===== config.mk =====
export PLATFORM = sky130hd
export DESIGN_NAME = keypad_scanner
export DESIGN_NICKNAME = d
export VERILOG_FILES = /design/src/rtl/keypad_debounce.sv /design/src/rtl/keypad_scanner.sv
export SDC_FILE = /design/constraint.sdc
export NUM_CORES = 1
export LEC_CHECK = 0
export ABC_AREA = 1
export BUFFER_PORTS_ARGS = -buffer_cell sky130_fd_sc_hd__clkbuf_2
export CORE_UTILIZATION = 62
export DETAILED_ROUTE_END_ITERATION = 10
export PLACE_DENSITY = 0.9
export SLEW_MARGIN = 20
export SYNTH_ARGS = -nofsm -noshare
export SYNTH_HDL_FRONTEND = slang
export SYNTH_SLANG_ARGS = --single-unit

===== constraint.sdc =====
create_clock -name clk -period 3.1 [get_ports clk]
set_input_delay 0 -clock clk [delete_from_list [all_inputs] [get_ports clk]]
set_output_delay 0 -clock clk [all_outputs]
set_load 0.05 [all_outputs]

===== src/rtl/keypad_debounce.sv =====
// keypad_debounce: accepts a 16-bit matrix scan once it repeats for DEBOUNCE_SCANS full scans
module keypad_debounce #(
    parameter int DEBOUNCE_SCANS = 4
) (
    input  logic        clk,
    input  logic        rst,
    input  logic [15:0] scan,
    input  logic        scan_done,
    output logic [15:0] debounced
);
    localparam int CW = $clog2(DEBOUNCE_SCANS + 1);
    localparam logic [CW-1:0] CNT_MAX = CW'(DEBOUNCE_SCANS);

    logic [15:0]   cand_q, cand_d, deb_q, deb_d;
    logic [CW-1:0] cnt_q, cnt_d;

    // On each completed scan: extend the run of identical scans or restart it, then accept a long enough run
    always_comb begin
        cand_d = cand_q;
        cnt_d  = cnt_q;
        deb_d  = deb_q;
        if (scan_done) begin
            if (scan == cand_q) begin
                cnt_d = (cnt_q == CNT_MAX) ? cnt_q : cnt_q + CW'(1);
            end else begin
                cand_d = scan;
                cnt_d  = CW'(1);
            end
            if (cnt_d >= CNT_MAX) deb_d = cand_d;
        end
    end

    // Debounce state registers
    always_ff @(posedge clk) begin
        if (rst) begin
            cand_q <= '0;
            cnt_q  <= '0;
            deb_q  <= '0;
        end else begin
            cand_q <= cand_d;
            cnt_q  <= cnt_d;
            deb_q  <= deb_d;
        end
    end

    assign debounced = deb_q;
endmodule


===== src/rtl/keypad_scanner.sv =====
// keypad_scanner: 4x4 matrix scanner with synchronizer, column prescaler, debouncing and single-key encode
module keypad_scanner #(
    parameter int SCAN_DIV       = 10_000,
    parameter int DEBOUNCE_SCANS = 4
) (
    input  logic       clk,
    input  logic       rst,
    input  logic [3:0] rows,
    output logic [3:0] col_select,
    output logic [3:0] key_code,
    output logic       key_valid,
    output logic       key_down
);
    localparam int KEYS = 16;
    localparam int PW   = $clog2(SCAN_DIV);
    localparam logic [PW-1:0] PRE_MAX = PW'(SCAN_DIV - 1);

    logic [3:0]      sync1_q, sync2_q;
    logic [PW-1:0]   pre_q, pre_d;
    logic [1:0]      col_q, col_d;
    logic [KEYS-1:0] scan_q, scan_d, deb, deb_prev_q;
    logic            tick, scan_done, new_single;
    logic [3:0]      idx, key_code_q, key_code_d;
    logic            key_valid_q, key_down_q;

    assign tick       = (pre_q == PRE_MAX);
    assign scan_done  = tick && (col_q == 2'd3);
    assign col_select = 4'b0001 << col_q;

    // Prescaler, column advance and capture of the current column into the scan image
    always_comb begin
        pre_d  = tick ? '0 : pre_q + PW'(1);
        col_d  = tick ? col_q + 2'd1 : col_q;
        scan_d = scan_q;
        if (tick) begin
            for (int r = 0; r < 4; r++) scan_d[r*4 + int'(col_q)] = sync2_q[r];
        end
    end

    // Rows are asynchronous: two flops before anything looks at them
    always_ff @(posedge clk) begin
        if (rst) begin
            sync1_q <= '0;
            sync2_q <= '0;
            pre_q   <= '0;
            col_q   <= '0;
            scan_q  <= '0;
        end else begin
            sync1_q <= rows;
            sync2_q <= sync1_q;
            pre_q   <= pre_d;
            col_q   <= col_d;
            scan_q  <= scan_d;
        end
    end

    // The completed scan includes the last column's sample, so the debouncer sees scan_d, not scan_q
    keypad_debounce #(.DEBOUNCE_SCANS(DEBOUNCE_SCANS)) u_debounce (
        .clk       (clk),
        .rst       (rst),
        .scan      (scan_d),
        .scan_done (scan_done),
        .debounced (deb)
    );

    // Report a key only when the matrix goes from idle straight to exactly one key
    always_comb begin
        idx = '0;
        for (int i = 0; i < KEYS; i++) if (deb[i]) idx = 4'(i);
        new_single = (deb_prev_q == '0) && (deb != '0) && ((deb & (deb - KEYS'(1))) == '0);
        key_code_d = new_single ? idx : key_code_q;
    end

    // Registered key outputs
    always_ff @(posedge clk) begin
        if (rst) begin
            deb_prev_q  <= '0;
            key_code_q  <= '0;
            key_valid_q <= 1'b0;
            key_down_q  <= 1'b0;
        end else begin
            deb_prev_q  <= deb;
            key_code_q  <= key_code_d;
            key_valid_q <= new_single;
            key_down_q  <= (deb != '0);
        end
    end

    assign key_code  = key_code_q;
    assign key_valid = key_valid_q;
    assign key_down  = key_down_q;
endmodule


### Yosys cells after proc, flatten, opt, wreduce, memory -nomap -nowiden

Cells that the tools add are included.

| storage, ports and cells | value |
|---|---|
| register bits after elaboration | 97 |
| bits in latches | 0 |
| memory bits (writable) | 0 |
| memory bits (read-only) | 0 |
| input bits | 6 |
| output and inout port bits | 10 |
| memories | 0 |

| operators by class | value |
|---|---|
| add/subtract/negate cells | 7 |
| multiply operators | 0 |
| div/mod/pow operators | 0 |
| magnitude comparators | 9 |
| eq/ne operators | 4 |
| shift operators | 1 |
| multiplexer cells | 32 |
| bitwise gates (word level) | 1 |
| reductions and logical operators | 12 |

Operators with widths:

| kind | count |
|---|---|
| bitwise mux 16 bit | 4 |
| 2-to-1 mux 4 bit | 14 |
| zero test 16 bit | 2 |
| 2-to-1 mux 16 bit | 2 |
| AND 16 bit | 1 |
| == test 16 bit | 1 |
| nonzero test 16 bit | 1 |
| subtractor 16 x 1 -> 16 bit (second input constant) | 1 |
| adder 14 x 1 -> 14 bit (second input constant) | 1 |
| == test 14 bit (second input constant) | 1 |
| demux 1 bit (select 4 bit) | 3 |
| adder 4 x 2 -> 5 bit (first input constant) | 2 |
| >= comparator 5 x 1 -> 1 bit (second input constant) | 2 |
| less-than comparator 5 bit (second input constant) | 2 |
| 2-to-1 mux 3 bit | 3 |
| logical AND 1 bit | 7 |
| less-than comparator 2 x 5 -> 1 bit (second input constant) | 1 |
| less-than comparator 4 x 5 -> 1 bit (second input constant) | 1 |
| 2-to-1 mux 1 bit | 5 |
| adder 3 x 2 -> 4 bit (first input constant) | 1 |
| >= comparator 4 x 1 -> 1 bit (second input constant) | 1 |
| << shifter 1 x 2 -> 4 bit (first input constant) | 1 |
| adder 3 x 1 -> 3 bit (second input constant) | 1 |
| == test 3 bit (second input constant) | 1 |
| 7 further kinds | 7 |

### Logic depth before layout (Yosys ltp)

| logic depth | value |
|---|---|
| word-level depth | 15 |
| mapped depth | 18 |
| gate-level depth less buffers | 17 |

### By module

A second synthesis with hierarchy kept.

| unflattened totals | value |
|---|---|
| cells, all modules | 665 |
| area total of the unflattened synthesis | 4525.6 sq um |

Modules (own cells, without submodules):

| module | times used | cells an instance | area an instance (sq um) | sequential area each (sq um) |
|---|---|---|---|---|
| keypad_scanner | 1 | 388 | 2820.2 | 1241.2 |
| keypad_debounce | 1 | 277 | 1705.4 | 700.7 |

### Least setup slack after synthesis

OpenSTA, ideal clock, no wires.

| timing path | value |
|---|---|
| kind | reg2reg |
| start | register col_q[0] |
| end | register u_debounce.deb_q[14], in the netlist u_debounce.debounced[14] |
| setup time | 0.110 ns |
| arrival | 2.380 ns |
| data required time | 2.990 ns |
| setup slack | 0.610 ns |
| cell stages (with the launch flop) | 16 |
| path buffers | 2 |
| path through | dfxtp_1 > ha_1 > clkbuf_1 > nor2_1 > a21oi_1 > nand3b_1 > nand3_1 > nand2_1 > nand2_1 > nor2_1 > nand2_2 > nor2_8 > buf_2 > nand4_1 > nand2_1 > nor2_1 |

| between the ends | value |
|---|---|
| longest elaborated chain between the ends | 14 |
| elaborated cells on any way between the ends | 36 |
| those cells by class | add/sub: 3; order compare: 9; eq/ne: 2; mux: 16; reduce/logical: 6 |

Ends and longest elaborated chain:

| element | RTL line | text |
|---|---|---|
| start: declaration | keypad_scanner.sv:20 | `logic [1:0] col_q, col_d;` |
| start signal: assignment | keypad_scanner.sv:52 | `col_q <= col_d;` |
| adder 3 x 2 -> 4 bit, or another cell as far along | keypad_scanner.sv:36 | `for (int r = 0; r < 4; r++) scan_d[r*4 + int'(col_q)] = sync2_q[r];` |
| less-than comparator 4 x 5 -> 1 bit (implied by the code), or another cell as far along | keypad_scanner.sv:36 |  |
| logical AND 1 bit (implied by the code) or 2-to-1 mux 1 bit (tied branches) | keypad_scanner.sv:36 |  |
| 2-to-1 mux 1 bit (implied by the code) or demux 1 bit (select 2 bit) (tied branches) | keypad_scanner.sv:36 |  |
| demux 1 bit (select 4 bit) or bitwise mux 16 bit (tied branches) | keypad_scanner.sv:36 |  |
| bitwise mux 16 bit (3 in a row) | keypad_scanner.sv:36 |  |
| 2-to-1 mux 16 bit | keypad_scanner.sv:35 | `if (tick) begin` |
| == test 16 bit | keypad_debounce.sv:23 | `if (scan == cand_q) begin` |
| 2-to-1 mux 3 bit | keypad_debounce.sv:23 |  |
| 2-to-1 mux 3 bit | keypad_debounce.sv:22 | `if (scan_done) begin` |
| >= comparator 3 bit | keypad_debounce.sv:29 | `if (cnt_d >= CNT_MAX) deb_d = cand_d;` |
| AND reduction 2 bit (no line) | -- |  |
| end signal: assignment | keypad_debounce.sv:38 | `deb_q <= '0;` |
| end signal: assignment | keypad_debounce.sv:42 | `deb_q <= deb_d;` |
| end: declaration | keypad_debounce.sv:14 | `logic [15:0] cand_q, cand_d, deb_q, deb_d;` |

Parallel ways exist; a longest one is shown, timed or not. The select of a mux whose other input is x is not followed.
A chain may end at the register's enable or synchronous reset.

### Worst setup path after layout

| timing path | value |
|---|---|
| start | register pre_q[0] |
| end | register u_debounce.deb_q[1], in the netlist u_debounce.debounced[1] |

| between the ends | value |
|---|---|
| longest elaborated chain between the ends | 7 |
| elaborated cells on any way between the ends | 9 |
| those cells by class | order compare: 1; eq/ne: 2; mux: 4; reduce/logical: 2 |

Ends and longest elaborated chain:

| element | RTL line | text |
|---|---|---|
| start: declaration | keypad_scanner.sv:19 | `logic [PW-1:0] pre_q, pre_d;` |
| start signal: assignment | keypad_scanner.sv:51 | `pre_q <= pre_d;` |
| == test 14 bit * | keypad_scanner.sv:26 | `assign tick = (pre_q == PRE_MAX);` |
| 2-to-1 mux 16 bit | keypad_scanner.sv:35 |  |
| == test 16 bit | keypad_debounce.sv:23 |  |
| 2-to-1 mux 3 bit | keypad_debounce.sv:23 |  |
| 2-to-1 mux 3 bit | keypad_debounce.sv:22 |  |
| >= comparator 3 bit | keypad_debounce.sv:29 |  |
| AND reduction 2 bit (no line) | -- |  |

Every way passes the cells marked *; elsewhere a longest branch is shown, timed or not. The select of a mux whose other input is x is not followed.

==> flow_metrics.py <==
metrics = {
    "routing": {
        "antenna_left": 0,
        "drt-vias-per-instance": 5.55,
        "drt_first_pass_iters": 7,
        "drtIter0Drc": 394,
        "vias": 4741,
        "drc": 0,
        "routedWlPerCell_um": 13.8,
        "wl_mm": 11.7,
    },
    "synth": {
        "synth_common_cells": "177 x nand2_1, 112 x nor2_1, 103 x inv_1",
        "synth_area_leader_cell": "dfxtp_1",
        "yosysMostFrequentCell": "nand2_1",
        "synth_area_leaders": "dfxtp_1 40%, nand2_1 14%, nor2_1 8.6%, inv_1 7.9%, nand3_1 7.0%",
        "synthArstFlopShare_pct": 0,
        "synth.top_cell.area_share_pct": 39.9,
        "yosysUniqueCellTypes": 33,
        "ys.flop_type": "dfxtp_1",
        "netlist_area_mm2": 0.00487,
        "ys_seq_elements": 97,
        "yosysSeqAreaShare_pct": 39.9,
        "synthCells": 735,
        "syn-num-nets": 748,
        "post_synth.cell_area_avg_um2": 6.63,
        "synth_edf_count": 0,
        "yosys_warnings": 0,
    },
    "floorplanning": {
        "die_x_um": 90.6,
        "die_area_mm2": 0.00821,
        "die_h_um": 90.6,
        "coreArea_mm2": 0.00741,
        "initial_core_util_pct": 65.7,
        "num_rows": 31,
        "ios": 16,
    },
    "cts": {
        "clk_latency_ns": 0.37,
        "cts_tree": "done",
        "htree_num_levels": 3,
        "clockBufferDepth": 2,
        "path_clk_slew_ns": 0.10,
        "cts_buffers": 9,
        "clock-root-buffer": "clkbuf_8",
        "cts.sinks": 97,
    },
    "grt": {
        "grt_pass1_wl_mm": 19.8,
        "use_met3_pct": 4.55,
        "grt_overflow": 0,
        "grt_util_met2_pct": 49.7,
        "grt_use_met1_pct": 35.9,
        "antenna_found_initial": 0,
        "grt.total_usage_pct": 29.5,
        "grt_max_degree": 39,
        "grt_pass1_vias": 4523,
        "top_usage_layer": "met2",
    },
    "power_and_ir_drop": {
        "p_int_w": 0.00165,
        "pwr-share-clk_pct": 39.6,
        "power.density_mw_per_mm2": 411,
        "max-vdd-ir-drop_mv": 0.286,
        "p_switching_w": 0.000519,
        "leakage_nw": 2.39,
        "pwr-share-comb_pct": 2.5,
        "swShare_pct": 23.9,
        "p_total_w": 0.00217,
        "power_frac_seq_pct": 57.9,
    },
    "critical_path": {
        "critPathLaunchType": "flop",
        "ff2ff_path_depth": 15,
        "regToRegStartpoint": "pre_q[0]",
        "arrival_ns": 3.10,
        "critPathLaunch": "pre_q[0]",
        "cp_max_fo": 18,
        "crit_type": "reg2reg",
        "critPathRequiredTime_ns": 3.41,
        "end_kind": "flop",
    },
    "worst_hold_path": {
        "min-delay-start": "rst",
        "whs_path_depth": 2,
        "hold_class": "in2reg",
    },
    "run": {
        "maxCapViolCount": 0,
    },
    "timing": {
        "timing.final.crit_share_pct": 89.8,
        "grt_setup_unrepaired": "no",
        "slew_violations": 0,
        "worst-slew-pin-transition_ns": 0.632,
        "slew_headroom_pct": 57.8,
        "fmax_mhz": 359,
        "period_needed_ns": 2.78,
        "hold_viol": 0,
        "setup_viol": 0,
        "fin_setup_tns_ns": 0,
        "whs_ns": 0.175,
        "fin_skew_ns": 0.0151,
    },
    "final_layout": {
        "nets": 763,
        "drive_above_1_share_pct": 8.48,
        "antenna_cells": 0,
        "syn_to_final_growth_pct": 8.40,
        "finish.utilization_pct": 71.3,
        "finalInstanceArea_mm2": 0.00528,
    },
    "place": {
        "place.gp.congestion": 0.932,
        "placed_area_mm2": 0.00501,
        "io_buffers": 15,
        "dp_hpwl_mm": 8.24,
    },
    "run_status": {
        "status": "complete, no violations",
    },
}
-- worst max-delay path, cell delays in order (launching register included) --
cell,delay [ns]
dfxtp_1,0.37
ha_1,0.23
nand3_4,0.14
nor2_4,0.31
nand2_4,0.23
nand2_1,0.16
nand3_1,0.08
nand2_1,0.08
nand2_1,0.05
nor2_1,0.16
nand2_2,0.12
nor2_8,0.26
nand3_4,0.24
nand2_1,0.14
inv_1,0.05
nor2_1,0.08
-- path summary, 6_finish.rpt --
kind                             endpoint  slack, ns
hold / removal       u_debounce.cand_q[1]       0.18
setup / recovery  u_debounce.debounced[1]       0.32
setup reg to reg  u_debounce.debounced[1]       0.32
hold reg to reg                sync2_q[2]       0.41
-- layout make-up --
type / count / area [um2]
flip-flops and latches: 97 / 1940
clock inverters: 7 / 80.1
multi-input cells: 509 / 2420
well taps: 99 / 124
inverters: 106 / 398
repair buffers: 27 / 188
fillers: 579 / 2130
clock buffers: 9 / 124
-- routing by layer --
layer / share of wire [%] / wire length (um) / vias up
met3: 6.5 / 768 / 57
met1: 43 / 5050 / 2114
met5: 0 / 0 / -
li1: - / - / 2345
met4: 3.3 / 393 / 0
met2: 47 / 5540 / 225
-- per-stage QoR --
| stage | cells | setup slack [ns] |
|---|---|---|
| 2_1_floorplan | 735 | 0.610 |
| 5_1_grt | 854 | 0.0153 |
| 6_report | 854 | 0.318 |
| 3_5_place_dp | 832 | 0.375 |
| 3_3_place_gp | 832 | 0.509 |
| 4_1_cts | 852 | 0.344 |
-- repair_timing --
item	4_1_cts	5_1_grt
endpoints found under the setup margin	0	6
buffers inserted	0	2
hold buffers	4	0
resized for setup	0	0
endpoints found under the hold margin	4	0
-- power by group through the flow --
| stage | clock, W | combinational (W) | sequential [W] |
|---|---|---|---|
| 6_report | 0.000859 | 0.0000538 | 0.00126 |
| 5_1_grt | 0.000916 | 0.0000594 | 0.00126 |
| 4_1_cts | 0.000853 | 0.0000533 | 0.00126 |
| 3_5_place_dp | 0 | 0.0000491 | 0.00129 |
| 3_3_place_gp | 0 | 0.0000476 | 0.00129 |
| 2_1_floorplan | 0 | 0.0000363 | 0.00129 |
-- cell usage in the layout (no fill, tap or decap), types with 3 or more instances in the layout --
cell type | synthesis | final
clkbuf_2 | 0 | 15
nor3_1 | 6 | 6
nand4_1 | 19 | 19
dlygate4sd3_1 | 0 | 4
dfxtp_1 | 97 | 97
a21oi_1 | 41 | 41
nand2_2 | 14 | 14
ha_1 | 7 | 7
clkbuf_8 | 0 | 9
nor2_4 | 3 | 3
nand3_1 | 68 | 68
buf_4 | 0 | 7
nand3b_1 | 17 | 17
clkinv_4 | 0 | 3
nor2_1 | 112 | 112
nand2_1 | 177 | 177
inv_1 | 103 | 103
o21ai_0 | 27 | 27
-- registers in the layout (all words and copies together), names as in the netlist --
name,cells
u_debounce.debounced,16
scan_q,16
u_debounce.cnt_q,3
key_code,4
key_valid,1
key_down,1
deb_prev_q,16
u_debounce.cand_q,16
sync1_q,4
pre_q,14
sync2_q,4
col_q,2
-- kinds of logic after synthesis --
logic type | synth area share [%]
flops | 39.9
buf+inv | 10.4
fa+ha+maj | 1.80
compound gates | 7.97
simple gates | 39.5
xor+xnor | 0.540
Power figures use the tool's default switching activity.
